File: config.mk
export PLATFORM = sky130hd
export DESIGN_NAME = fsm_periph_rx
export DESIGN_NICKNAME = d
export VERILOG_FILES = /design/src/rtl/periph_pkg.sv /design/src/rtl/periph_fifo.sv /design/src/rtl/fsm_periph_rx.sv
export SDC_FILE = /design/constraint.sdc
export NUM_CORES = 1
export LEC_CHECK = 0
export CORE_MARGIN = 3
export CORE_UTILIZATION = 30
export DETAILED_ROUTE_END_ITERATION = 16
export GPL_ROUTABILITY_DRIVEN = 1
export PLACE_DENSITY_LB_ADDON = 0.08
export SYNTH_ARGS = -nofsm -noshare
export SYNTH_HDL_FRONTEND = slang
export SYNTH_SLANG_ARGS = --single-unit
File: constraint.sdc
create_clock -name clk_per -period 2.2 [get_ports clk_per]
set_input_delay 0.22 -clock clk_per [delete_from_list [all_inputs] [get_ports clk_per]]
set_output_delay 0.22 -clock clk_per [all_outputs]
set_load 0.03 [all_outputs]
File: src/rtl/periph_pkg.sv
// Shared definitions for the peripheral receive path: data width, default
// sizing and the receive FSM state encoding.
package periph_pkg;

   localparam int DATA_W        = 32;
   localparam int DEFAULT_DEPTH = 4;
   localparam int DEFAULT_CNT_W = 16;

   typedef enum logic {
      IDLE = 1'b0,
      BUSY = 1'b1
   } rx_state_e;

endpackage : periph_pkg

File: src/rtl/periph_fifo.sv
// Receive buffer: DEPTH x DATA_W strict FIFO with push/pop and full/empty.
// The head word reads as zero while the buffer is empty.
module periph_fifo
   import periph_pkg::*;
#(
   parameter int DEPTH = DEFAULT_DEPTH
) (
   input  logic              clk_per,
   input  logic              rst_per,
   input  logic              push,
   input  logic              pop,
   input  logic [DATA_W-1:0] wdata,
   output logic [DATA_W-1:0] head,
   output logic              full,
   output logic              empty
);

   localparam int PTR_W = $clog2(DEPTH);

   logic [DATA_W-1:0] mem [DEPTH];
   logic [PTR_W-1:0]  wr_ptr;
   logic [PTR_W-1:0]  rd_ptr;
   logic [PTR_W:0]    used;
   logic              do_push;
   logic              do_pop;

   // A pop frees a slot in the same edge, so a full buffer can still take a push.
   assign do_pop  = pop && !empty;
   assign do_push = push && (!full || do_pop);

   assign empty = (used == '0);
   assign full  = (used == (PTR_W+1)'(DEPTH));
   assign head  = empty ? '0 : mem[rd_ptr];

   // NOTE: sequential state uses non-blocking assignments so every register
   // samples pre-edge values, independent of statement order.
   always_ff @(posedge clk_per or negedge rst_per) begin
      if (!rst_per) begin
         wr_ptr <= '0;
         rd_ptr <= '0;
         used   <= '0;
      end else begin
         // DEPTH is a power of two, so pointer overflow is the modulo wrap.
         if (do_push) wr_ptr <= wr_ptr + 1'b1;
         if (do_pop)  rd_ptr <= rd_ptr + 1'b1;
         used <= used + (PTR_W+1)'(do_push) - (PTR_W+1)'(do_pop);
      end
   end

   // NOTE: storage is deliberately not reset; the empty flag masks stale
   // contents, and leaving it out keeps the array mappable to plain flops/RAM.
   always_ff @(posedge clk_per) begin
      if (do_push) mem[wr_ptr] <= wdata;
   end

endmodule : periph_fifo

File: src/rtl/fsm_periph_rx.sv
// Strobe-driven receive peripheral: one word per rising strobe into a FIFO,
// with an accept pulse, a sticky overflow flag and a wrapping accept counter.
module fsm_periph_rx
   import periph_pkg::*;
#(
   parameter int DEPTH = DEFAULT_DEPTH,
   parameter int CNT_W = DEFAULT_CNT_W
) (
   input  logic              clk_per,
   input  logic              rst_per,
   input  logic              inSEND_per,
   input  logic [DATA_W-1:0] inDATA_per,
   input  logic              inREAD_per,
   output logic [DATA_W-1:0] outDATA_per,
   output logic              outVALID_per,
   output logic              outACK_per,
   output logic              outOVF_per,
   output logic [CNT_W-1:0]  outCOUNT_per
);

   rx_state_e state;
   logic      fifo_full;
   logic      fifo_empty;
   logic      pop;
   logic      capture;
   logic      store;
   logic      drop;

   // A held strobe is a single word: only the IDLE->BUSY transition captures.
   assign capture = (state == IDLE) && inSEND_per;
   assign pop     = inREAD_per && !fifo_empty;
   assign store   = capture && (!fifo_full || pop);
   assign drop    = capture && !store;

   periph_fifo #(
      .DEPTH (DEPTH)
   ) u_fifo (
      .clk_per (clk_per),
      .rst_per (rst_per),
      .push    (store),
      .pop     (pop),
      .wdata   (inDATA_per),
      .head    (outDATA_per),
      .full    (fifo_full),
      .empty   (fifo_empty)
   );

   assign outVALID_per = !fifo_empty;

   always_ff @(posedge clk_per or negedge rst_per) begin
      if (!rst_per) begin
         state        <= IDLE;
         outACK_per   <= 1'b0;
         outOVF_per   <= 1'b0;
         outCOUNT_per <= '0;
      end else begin
         case (state)
            IDLE:    if (inSEND_per)  state <= BUSY;
            BUSY:    if (!inSEND_per) state <= IDLE;
            default: state <= IDLE;
         endcase
         outACK_per <= store;
         if (drop)  outOVF_per   <= 1'b1;
         if (store) outCOUNT_per <= outCOUNT_per + 1'b1;
      end
   end

endmodule : fsm_periph_rx

==> results.json, run 1 <==
{
  "crit_path_start": "u_fifo.rd_ptr[0]",
  "hp-class": "primary input to asynchronous set/reset pin",
  "skew_ns": 0.01095,
  "port_buffers": 86,
  "power.leakage_nw": 2.882,
  "pre_cts_slack_ns": 0.006297,
  "place.gp.congestion": 0.6853,
  "fin_util_pct": 41.62,
  "end_kind": "output pin",
  "synth.yosys.seq_area_share_pct": 74.28,
  "max_freq_mhz": 446.1,
  "io_pins": 87,
  "first_pass_iters": 4,
  "ant_nets": 0,
  "nets": 467,
  "startpoint_type": "flop",
  "status": "finished, violations left",
  "clk_pin_slew_worst_paths_ns": 0.07,
  "finalHoldViolCount": 0,
  "worstSetupPathType": "flop to output pin",
  "grt_pass1_vias": 3431,
  "syn_inst": 306,
  "core-area_um2": 19650,
  "crit_fanout": 15,
  "ir_drop_mv": 0.5584,
  "r2r-start": "u_fifo.used[2]",
  "critical_path_arrival_ns": 2.02,
  "finalCritPeriodShare_pct": 101.9,
  "violations": "setup timing",
  "worst_path_largest_cell_delay_ns": 0.51,
  "post-route-min-period_ns": 2.242,
  "drt_iter0_drc": 122,
  "root_buffer": "clkbuf_16",
  "timing.final.ws_setup_ns": -0.04187,
  "antenna_found_initial": 0,
  "synth.avg_cell_area_um2": 19.77,
  "start_util_pct": 30.79,
  "syn_to_final_growth_pct": 35.17,
  "htreeDepth": 4,
  "drive_gt1_share_pct": 32.34,
  "wl_um": 12100,
  "die_x_um": 148.0,
  "grt_setup_unrepaired": "yes",
  "fp.dieH_um": 148.0,
  "path_delay_family": "multiplexers",
  "maxSlewHeadroom_pct": 65.24,
  "maxSlewViolCount": 0,
  "fillers": 1813,
  "vias": 3111,
  "maxCapViolCount": 0,
  "num_antenna_cells": 0,
  "yosysUniqueCellTypes": 31,
  "setup_viol": 11,
  "rows": 51,
  "dp_hpwl_um": 7474,
  "clkSinkCount": 154,
  "synth_nets": 350,
  "tightest_slew_ns": 0.5203,
  "crit_path_cell_trace": "buf_12, mux4_2, and2_1, clkdlybuf4s15_2",
  "synth_seq_cells": 154,
  "clk_path_buf_depth": 2,
  "clk_latency_ns": 0.42,
  "vias_per_cell": 4.438,
  "die_area_um2": 21910,
  "grtUsageTotal_pct": 11.60,
  "wl_per_cell_um": 17.26,
  "path_buf_inv": 2,
  "worstPathRequired_ns": 1.98,
  "worst_path_max_delay_cell": "mux4_2",
  "drc": 0,
  "yosys_warnings": 0,
  "cts_made_buffers": 17,
  "grt_overflow": 0,
  "cts_tree": "yes",
  "synth.cell_area_um2": 6051,
  "powerDensity_nw_per_um2": 1346,
  "grt_pass1_wl_um": 19000,
  "grt_max_degree": 34
}
## state kept, by name, summed over array words and instances (netlist names)
name and flops:
outACK_per 1, outOVF_per 1, state 1, u_fifo.wr_ptr 2
u_fifo.rd_ptr 2, u_fifo.mem 128, u_fifo.used 3, outCOUNT_per 16
## final timing paths
check | endpoint | slack (ns) | cells after the start
worst max-delay path | outDATA_per[17] | -0.04 | 4
worst min-delay path | outCOUNT_per[15] | 0.17 | 2
worst max register to register | u_fifo.used[2] | 0.04 | 9
worst min register to register | outCOUNT_per[15] | 0.48 | 1
max in group asynchronous | u_fifo.rd_ptr[0] | 1.74 | 2
min in group clk_per | u_fifo.mem[1][27] | 0.43 | 1
## where the power goes
| group | switching, mW | internal [mW] | total (mW) |
|---|---|---|---|
| sequential | 0.188 | 3.56 | 3.75 |
| combinational | 2.23 | 1.96 | 4.19 |
| clock | 1.23 | 1.83 | 3.07 |
## layout by cell type (no fill, tap or decap), types with 2 or more instances in the layout
| master | Yosys | layout |
|---|---|---|
| dfrtp_1 | 26 | 24 |
| xnor2_1 | 10 | 9 |
| ha_1 | 7 | 5 |
| buf_4 | 0 | 17 |
| nand3_1 | 3 | 3 |
| buf_12 | 0 | 11 |
| dfrtp_2 | 0 | 2 |
| clkdlybuf4s15_2 | 0 | 23 |
| bufinv_16 | 0 | 3 |
| edfxtp_1 | 128 | 128 |
| clkbuf_16 | 0 | 17 |
| inv_8 | 0 | 3 |
| and2_2 | 0 | 4 |
| nor2_1 | 5 | 5 |
| inv_1 | 8 | 6 |
| nor3b_1 | 2 | 2 |
| inv_6 | 0 | 7 |
| buf_2 | 6 | 6 |
| nand2_1 | 6 | 6 |
| ha_4 | 0 | 2 |
| and2_1 | 37 | 31 |
| nand4_1 | 3 | 3 |
| clkdlybuf4s50_1 | 0 | 53 |
| mux4_2 | 32 | 32 |
| xor2_1 | 10 | 10 |
| and2_4 | 0 | 2 |
| inv_2 | 0 | 2 |
## synth_stat cells, drive strengths merged
library cell | n | area, um^2
nor2 | 5 | 18.77
xnor2 | 10 | 87.58
dfrtp | 26 | 650.6
nand4b | 1 | 8.760
mux4 | 32 | 720.7
and2 | 37 | 231.5
or4 | 1 | 7.510
o21ai | 1 | 5.000
nand4 | 3 | 18.77
or3 | 1 | 6.260
nand3 | 4 | 25.02
nor4b | 2 | 32.53
edfxtp | 128 | 3844
ha | 7 | 87.58
mux2 | 1 | 11.26
nand3b | 1 | 7.510
and4 | 1 | 8.760
buf | 6 | 30.03
nor4 | 2 | 27.53
a31o | 1 | 8.760
nand2 | 6 | 22.52
inv | 8 | 30.03
fa | 1 | 20.02
xor2 | 10 | 87.58
and3 | 1 | 6.260
nor3b | 2 | 15.01
clkbuf | 7 | 26.28
nor3 | 1 | 5.000
## metrics by stage
stage               power (mW)  instance area (um^2)  hold slack (ns)  setup TNS (ns)  cells
floorplan                6.349                  6063         -0.07559       -0.002771    306
global placement         8.136                  7490           0.4602               0    666
detailed placement       8.155                  7490           0.4593               0    666
CTS                      11.14                  8145           0.1665          -2.379    699
global route             11.61                  8179           0.2086          -2.136    701
finish                   11.01                  8179           0.1743         -0.1525    701
## metal layers
layer / global-route usage, % / up-vias / share of wire (%)
li1: - / 1421 / -
met1: 14.40 / 1608 / 44
met2: 19.37 / 75 / 51
met3: 3.525 / 7 / 4.0
met4: 4.018 / 0 / 0.88
met5: 0 / - / 0
## final cells by class
class	instances	area, um^2	share of cell area (%)
inverter	8	30.03	0.3671
sequential	154	4497	54.98
tap	265	331.6	4.054
clock inverter	15	198.9	2.432
timing repair buffer	111	1176	14.38
multi-input combinational	131	1520	18.59
clock buffer	17	425.4	5.201
## worst reg2reg max path, cell delays in order (launching register included)
cell and delay, ns:
dfrtp_1 0.38, or3_4 0.39, and2_4 0.19, ha_4 0.21, inv_2 0.06, ha_4 0.12
inv_2 0.04, fa_2 0.40, xnor2_2 0.15, xnor2_1 0.13
## kinds of logic after synthesis
kind of cell    share of synthesized area, %
fa+ha+maj                              1.778
compound gates                        0.2274
xor+xnor                               2.895
simple gates                           7.300
buf+inv                                1.427
flops                                  74.28
mux                                    12.10
## what timing repair did
item                                   CTS  global route
setup endpoints to repair               33            32
endpoints found under the hold margin    0             0
pin swaps                                1             3
buffers inserted                         1             2
gates resized for setup                 82            36
hold buffers                             0             0
No activity file was read; power rests on OpenSTA's default activity.
==> run 2: changes to the inputs <==
CORE_MARGIN = default   (was 3)
GPL_ROUTABILITY_DRIVEN = default   (was 1)
==> run 2 against run 1 <==
  * The run now ends clean
  * Critical path type unchanged
  * Core utilization fell by 0.14 points
  * Largest power group unchanged
  * Non-clock buffer count rose by 4
  * Global-route usage rose by 1.2 points
  * Sequential cell count did not move
  * Count of clock-buffer cells in the layout did not move
  * Clock power fell by 4%
  * Cell area fell by 0.66%
  * Combinational power rose by 2%
  * Sequential power barely moved
==> results.json, run 2 (synthesis results as in run 1) <==
{
  "end_kind": "output pin",
  "final_cell_area_um2": 8125,
  "tightest_slew_ns": 0.5196,
  "ant_nets": 0,
  "largest_reg_flops": 128,
  "comb_power_share_pct": 39.0,
  "power.leakage_nw": 2.913,
  "seq_power_share_pct": 34.1,
  "post-route-min-period_ns": 2.195,
  "clkSinkCount": 154,
  "reg_top3": "u_fifo.mem: 128 flops, outCOUNT_per: 16 flops, u_fifo.used: 3 flops",
  "dpl-instance-area_um2": 7512,
  "worst_path_largest_cell_delay_ns": 0.48,
  "io_pins": 87,
  "finalCritPeriodShare_pct": 99.78,
  "dp_hpwl_um": 7631,
  "drc": 0,
  "rrSetupSlack_ns": 0.11,
  "clk_path_buf_depth": 2,
  "clockPowerShare_pct": 26.9,
  "hold-worst-slack_ns": 0.1587,
  "regMostFlops": "u_fifo.mem",
  "vias": 3077,
  "critical_path_arrival_ns": 1.98,
  "hp-class": "primary input to asynchronous set/reset pin",
  "worstSetupPathType": "flop to output pin",
  "rows": 51,
  "maxSlewViolCount": 0,
  "crit_path_cell_trace": "buf_12, buf_12, buf_6, mux4_2, and2_4, buf_6",
  "htreeDepth": 4,
  "p_sw_mw": 3.610,
  "fp.dieH_um": 144.0,
  "syn_to_final_growth_pct": 34.28,
  "place.gp.congestion": 0.6440,
  "r2r_cells": 9,
  "vias_per_cell": 4.371,
  "status": "finished, final reports clean",
  "grt_max_degree": 34,
  "crit_path_start": "u_fifo.rd_ptr[0]",
  "die_area_um2": 20740,
  "path_delay_family": "buffers and inverters",
  "wl_per_cell_um": 17.31,
  "nets": 471,
  "powerDensity_nw_per_um2": 1348,
  "crit_path_end": "outDATA_per[20]",
  "drt_iter0_drc": 99,
  "layout_common_cells": "edfxtp_1 (128), clkdlybuf4s50_1 (53), mux4_2 (32)",
  "switching_share_pct": 32.95,
  "maxSlewHeadroom_pct": 65.29,
  "worstPathRequired_ns": 1.98,
  "skew_ns": 0.01185,
  "hold_buffers": 0,
  "crit_fanout": 8,
  "path_buf_inv": 4,
  "startpoint_type": "flop",
  "num_antenna_cells": 0,
  "port_buffers": 86,
  "fin_util_pct": 41.48,
  "wl_um": 12190,
  "max_freq_mhz": 455.5,
  "final_common_cell": "edfxtp_1",
  "first_pass_iters": 4,
  "worst_path_max_delay_cell": "mux4_2",
  "maxCapViolCount": 0,
  "cts_made_buffers": 17,
  "root_buffer": "clkbuf_16",
  "grtUsageTotal_pct": 12.85,
  "die_x_um": 144.0,
  "antenna_found_initial": 1,
  "clk_latency_ns": 0.43,
  "r2r-end": "u_fifo.used[2]",
  "cts_tree": "yes",
  "core-area_um2": 19590,
  "cp_num_cells": 6,
  "grt_pass1_wl_um": 18880,
  "start_util_pct": 30.89,
  "ir_drop_mv": 0.6769,
  "grt_overflow": 0,
  "grt_pass1_vias": 3377,
  "clk_pin_slew_worst_paths_ns": 0.06,
  "r2r-start": "u_fifo.used[1]",
  "drive_gt1_share_pct": 32.57,
  "finalHoldViolCount": 0,
  "setup_viol": 0,
  "grt_setup_unrepaired": "yes",
  "p_int_mw": 7.345
}
==> run 2: cell count changes in the layout (fill, tap and decap cells not counted), sizes merged <==
cell and change:
clkdlybuf4s15 -23, clkinv +5, clkbuf +4, buf +23
inv -7, clkinvlp +1
==> run 2: how the worst min path moves through the flow <==
stage                startpoint          endpoint  cells past startpoint  slack, ns
3_5_place_dp         outOVF_per        outOVF_per                      1       0.46
5_1_grt                 rst_per  outCOUNT_per[14]                      2       0.19
4_1_cts                 rst_per  outCOUNT_per[14]                      2       0.16
2_1_floorplan           rst_per        outACK_per                      0      -0.08
3_3_place_gp   outCOUNT_per[15]  outCOUNT_per[15]                      1       0.46
6_report                rst_per  outCOUNT_per[14]                      2       0.16
==> run 2: metal layers <==
metal,track usage [%],part of all wire (%)
met1,15.07,43
met2,21.56,51
met3,3.841,4.3
met4,6.047,1.6
met5,0,0.098
==> run 2: area by class of cell <==
class                   instances  area (um^2)
clock buffers                  17        425.4
repair buffers                115         1157
flip-flops and latches        154         4497
well taps                     265        331.6
clock inverters                14        168.9
multi-input cells             131         1515
inverters                       8        30.03
fillers                      1795        11460
==> run 2: stage by stage <==
stage | worst slack [ns] | instances | TNS, ns | total power, mW
final | 0.004806 | 704 | 0 | 10.96
after global routing | -0.07620 | 704 | -0.1086 | 11.53
after CTS | -0.1533 | 700 | -2.122 | 11.09
after detailed placement | -0.009029 | 668 | -0.009029 | 8.184
after global placement | 0.007109 | 668 | 0 | 8.166
after floorplan | -0.002771 | 306 | -0.002771 | 6.349
==> run 2: worst reg2reg max path, delay by kind of cell, from the launching register on <==
kind,cells,cell delay (ns)
buffers and inverters,2,0.10
flip-flops,1,0.39
adder cells (fa/ha/maj),3,0.66
XOR/XNOR,2,0.26
AND/OR/NAND/NOR,2,0.56
==> run 2: timing repair <==
item	in CTS	in global routing
setup buffers	1	4
pin swaps	5	4
endpoints found under the setup margin	32	33
gates cloned	0	1
resized for setup	89	88
==> run 2: power groups by stage <==
| stage | clock (mW) | sequential [mW] | combinational (mW) |
|---|---|---|---|
| 2_1_floorplan | 0 | 3.88 | 2.46 |
| 5_1_grt | 3.14 | 3.78 | 4.62 |
| 3_3_place_gp | 0 | 3.80 | 4.37 |
| 3_5_place_dp | 0 | 3.81 | 4.37 |
| 4_1_cts | 3.04 | 3.75 | 4.29 |
| 6_report | 2.95 | 3.74 | 4.27 |
==> variant 1 (flow settings as in run 2) <==
Make the reset (`rst_per`) synchronous in 2 clocked blocks.
--- a/src/rtl/periph_fifo.sv
+++ b/src/rtl/periph_fifo.sv
@@ -34,7 +34,7 @@
 
    // NOTE: sequential state uses non-blocking assignments so every register
    // samples pre-edge values, independent of statement order.
-   always_ff @(posedge clk_per or negedge rst_per) begin
+   always_ff @(posedge clk_per) begin
       if (!rst_per) begin
          wr_ptr <= '0;
          rd_ptr <= '0;
--- a/src/rtl/fsm_periph_rx.sv
+++ b/src/rtl/fsm_periph_rx.sv
@@ -47,7 +47,7 @@
 
    assign outVALID_per = !fifo_empty;
 
-   always_ff @(posedge clk_per or negedge rst_per) begin
+   always_ff @(posedge clk_per) begin
       if (!rst_per) begin
          state        <= IDLE;
          outACK_per   <= 1'b0;
Behaviour: differs if rst_per is asserted again (counterexample within 4 cycles, from zero or initial values and one cycle with rst_per low); with rst_per held inactive, the same outputs for 10 cycles.
==> variant 1 against run 2 <==
  * Worst setup slack improved by 17 ps
  * Power decreased by 15%
  * Sequential cell count up 2
  * Global-route usage rose by 0.11 points
  * Cell area decreased by 0.95%
  * Wire length is 2.0% higher
  * Combinational power is 27% lower
  * Sequential power decreased by 5.9%
  * Utilization shrank 0.66 points
  * Area after synthesis rose by 0.72%
  * Register-to-register slack worse by 40 ps
  * Die area grew 0.71%
  * Clock skew fell by 6.8 ps
  * Critical endpoint is now outDATA_per[25]
  * Largest cell class unchanged
==> variant 1: results (changes against run 2) <==
drt:
  drt_iter0_markers: 98  # -1.0%
  wl_met3_um: 413  # -21%
  num_vias: 3313  # +7.7%
  wire_per_inst_um: 17.0  # -1.9%
  dr_wl_met2_mm: 6.19  # -0.39%
  highest_layer: "met4"
  drt-met1-wl_mm: 5.70  # +8.7%
synthesis:
  synth_common_cells: "128 x edfxtp_1, 35 x and2_1, 32 x mux4_2"
  synthesis.nets: 388  # +11%
  synth_seq_area_share: 0.723  # -0.0201
  synth_area_leaders: "edfxtp_1 63%, mux4_2 12%, dfxtp_1 9.2%"
  synth_compound_gate_area_share: 0.0152  # +0.0129
status:
  status: "finished clean"
power:
  leakagePower_uw: 0.00266  # -8.6%
  vdd_drop_max_uv: 530  # -22%
  clkPwrFrac: 0.290  # +0.021
  switching_share: 0.321  # -0.00807
  finalPower_uw: 9360  # -15%
timing:
  holdWs_ps: 443  # +284 ps
  fin_worst_skew_ps: 5.09  # -6.77 ps
finish:
  area_growth_pct: 32.0
  stdcell_count: 732  # +4.0%
  drive_gt1_frac: 0.283  # -0.0431
clocking:
  cts_resized: 93  # +4.5%
  clock_latency_ps: 410  # -20 ps
critical_path:
  cp.arrival_ps: 1960  # -20 ps
global_route:
  antenna_found_initial: 0  # -1
  gr-usage-met1: 0.160  # +0.00937
  grt_max_degree: 35  # +2.9%
placement:
  place.gp.congestion: 0.711  # +10%
==> variant 1: changes by cell type after synthesis, sizes merged, moves of 6 or more <==
cell,run 2,this run
dfrtp,26,0
nor2,5,17
a21oi,0,10
dfxtp,0,28
o21ai,1,7
==> variant 1: worst max-delay path by stage <==
stage / endpoint / slack, ps / cells after the start
after floorplan: u_fifo.used[2] / -50 / 11
after global placement: u_fifo.used[2] / 20 / 10
after detailed placement: u_fifo.used[2] / -30 / 10
after CTS: outDATA_per[7] / -20 / 4
after global routing: outDATA_per[25] / -60 / 4
final: outDATA_per[25] / 20 / 4
==> variant 1: worst max-delay path: stages, from the launching register on <==
cell	delay, ps
dfxtp_4	410
buf_12	170
mux4_2	530
and2_1	170
clkdlybuf4s15_2	270
==> variant 1: layout make-up <==
type	instances	area share
clock buffer	17	0.0529
clock inverter	15	0.0155
inverter	8	0.00373
multi-input combinational	165	0.204
sequential	156	0.549
tap	265	0.0412
timing repair buffer	106	0.134
==> variant 2 (flow settings as in run 2) <==
Made on the original files. `DATA_W`: 32 -> 36.
--- a/src/rtl/periph_pkg.sv
+++ b/src/rtl/periph_pkg.sv
@@ -2,7 +2,7 @@
 // sizing and the receive FSM state encoding.
 package periph_pkg;
 
-   localparam int DATA_W        = 32;
+   localparam int DATA_W        = 36;
    localparam int DEFAULT_DEPTH = 4;
    localparam int DEFAULT_CNT_W = 16;
 
Ports: changed (resized inDATA_per and outDATA_per); port bits go from 87 to 95. The function was not compared with the original's and may differ.
==> variant 2 against run 2 <==
  * The run now ends with negative setup slack left
  * Register-to-register slack worse by 30 ps
  * Wire length increased by 11%
  * Cell area grew 9.2%
  * Power increased by 11%
  * Worst setup slack lost 11 ps
  * Sequential share of layout area rose by 0.75 points
  * Sequential cell count grew 16
  * Area after synthesis up 10%
  * Critical endpoint is now outDATA_per[33]
  * Non-clock buffer count is 6 higher
  * Largest power group unchanged
  * Die area rose by 9.9%
==> variant 2: results (changes against run 2) <==
status:
  status: "complete, but fails checks"
  violations: "negative setup slack"
synthesis:
  yosys_warnings: 0  # unchanged
  synth-edff-count: 144  # +13%
  synth_common_cells: "144 x edfxtp_1, 41 x and2_1, 36 x mux4_2"
  synth_area_per_cell_um2: 20.2  # +2.4%
  synth_seq_area_share: 0.747  # +0.00404
  synthesis.nets: 377  # +7.7%
  synth_top_flop_cell: "edfxtp_1"
  synthArstFlopShare: 0.153  # -0.0159
  synth_cell_type_count: 28  # -9.7%
  synth_area_leaders: "edfxtp_1 65%, mux4_2 12%, dfrtp_1 9.8%"
critical_path:
  cp.arrival_ps: 1990
  worstReg2RegEnd: "u_fifo.used[2]"
  r2r_cells: 9  # unchanged
  path_max_fanout: 7  # -1
  crit_family: "buffers and inverters"
  reg2reg_setup_slack_ps: 80  # -30 ps
  worstSetupStartpoint: "u_fifo.rd_ptr[0]"
  critPathMaxStageDelay_ps: 480  # about the same
  critPathSlowestCell: "mux4_2"
  rr_startpoint: "u_fifo.used[2]"
drt:
  wire_per_inst_um: 18.0  # +3.9%
  vias_per_cell: 4.49  # +2.8%
  drt_iter0_markers: 147  # +48%
  drtPass1Iterations: 4  # unchanged
clocking:
  clock_path_buffers: 2  # unchanged
  h-tree-depth: 4  # unchanged
  cts_root_buf: "clkbuf_16"
  cts.clk_slew.worst_paths_ps: 70
  cts_buffers: 17  # unchanged
  clock_latency_ps: 410  # -20 ps
timing:
  setup_viol: 1  # +1
  fmax_mhz: 453  # -0.49%
  timing.final.ws_setup_ps: -6.00  # -10.8 ps
  fin_worst_skew_ps: 7.17  # -4.68 ps
  max_slew.worst_pin.slew_ps: 445  # -74.9 ps
  setup_tns_ps: -6.00  # -6.00 ps
min_path:
  hp-class: "in2async"
finish:
  stdcell_count: 750  # +6.5%
  drive_gt1_frac: 0.348  # +0.0218
  fillCellCount: 1987  # +11%
  reg_top3: "u_fifo.mem (144), outCOUNT_per (16), u_fifo.used (3)"
  nets: 504  # +7.0%
global_route:
  grt_pass1_vias: 3587  # +6.2%
  antenna_found_initial: 1  # unchanged
  grt_first_pass_wirelength_mm: 20.7  # +9.7%
  grt_max_degree: 31  # -8.8%
  grt_use_total: 0.128  # -0.000841
placement:
  preCtsSetupSlack_ps: 23.3  # +32.3 ps
  placed_cells: 711  # +6.4%
  place.gp.congestion: 0.697  # +8.3%
  port_buffers: 94  # +9.3%
  dpl.hpwl_mm: 8.15  # +6.8%
power:
  leakagePower_uw: 0.00310  # +6.4%
  vdd_drop_max_uv: 541  # -20%
[variant 2: routing by layer]
layer | GRT usage | share of wire | vias up
li1 | - | - | 1543
met1 | 0.162 | 0.44 | 1747
met2 | 0.211 | 0.50 | 74
met3 | 0.0358 | 0.046 | 7
met4 | 0.0375 | 0.0084 | 0
met5 | 0 | 0 | -
[variant 2: cell families after synthesis]
kind of cell             count (synthesis)  synth area share
AND/OR/NAND/NOR                         72            0.0689
buffers and inverters                   20            0.0163
multiplexers                            37             0.123
flip-flops                             170             0.747
XOR/XNOR                                20            0.0263
adder cells (fa/ha/maj)                  8            0.0162
AO/OA/AOI/OAI                            2           0.00207
[variant 2: timing repair]
| action | in CTS | in global routing |
|---|---|---|
| pin swaps | 0 | 3 |
| buffers inserted | 5 | 0 |
| gates cloned | 1 | 0 |
| resized for setup | 167 | 75 |
| setup endpoints to repair | 34 | 27 |
[variant 2: worst max-delay path by stage]
stage	to	cells past startpoint
finish	outDATA_per[33]	6
global route	outDATA_per[33]	6
CTS	outDATA_per[33]	6
detailed placement	u_fifo.used[2]	9
global placement	outDATA_per[23]	4
floorplan	u_fifo.used[2]	10
[variant 2: area by class of cell]
| cell class | count | share of cell area |
|---|---|---|
| Multi-Input combinational cell | 139 | 0.187 |
| Antenna cell | 1 | 0.000282 |
| Timing Repair Buffer | 121 | 0.146 |
| Inverter | 7 | 0.00296 |
| Tap cell | 280 | 0.0395 |
| Clock buffer | 17 | 0.0479 |
| Clock inverter | 15 | 0.0156 |
| Sequential cell | 170 | 0.561 |
[variant 2: through the flow]
stage | instance area (µm²) | hold slack (ps)
after CTS | 8760 | 176
after detailed placement | 8180 | 455
after floorplan | 6720 | -75.6
after global placement | 8180 | 460
final | 8880 | 175
after global routing | 8870 | 192
[variant 2: where the power goes]
group / switching, µW / internal [µW]
Sequential: 195 / 3930
Combinational: 2590 / 2540
Clock: 1280 / 1580
Total: 4070 / 8050
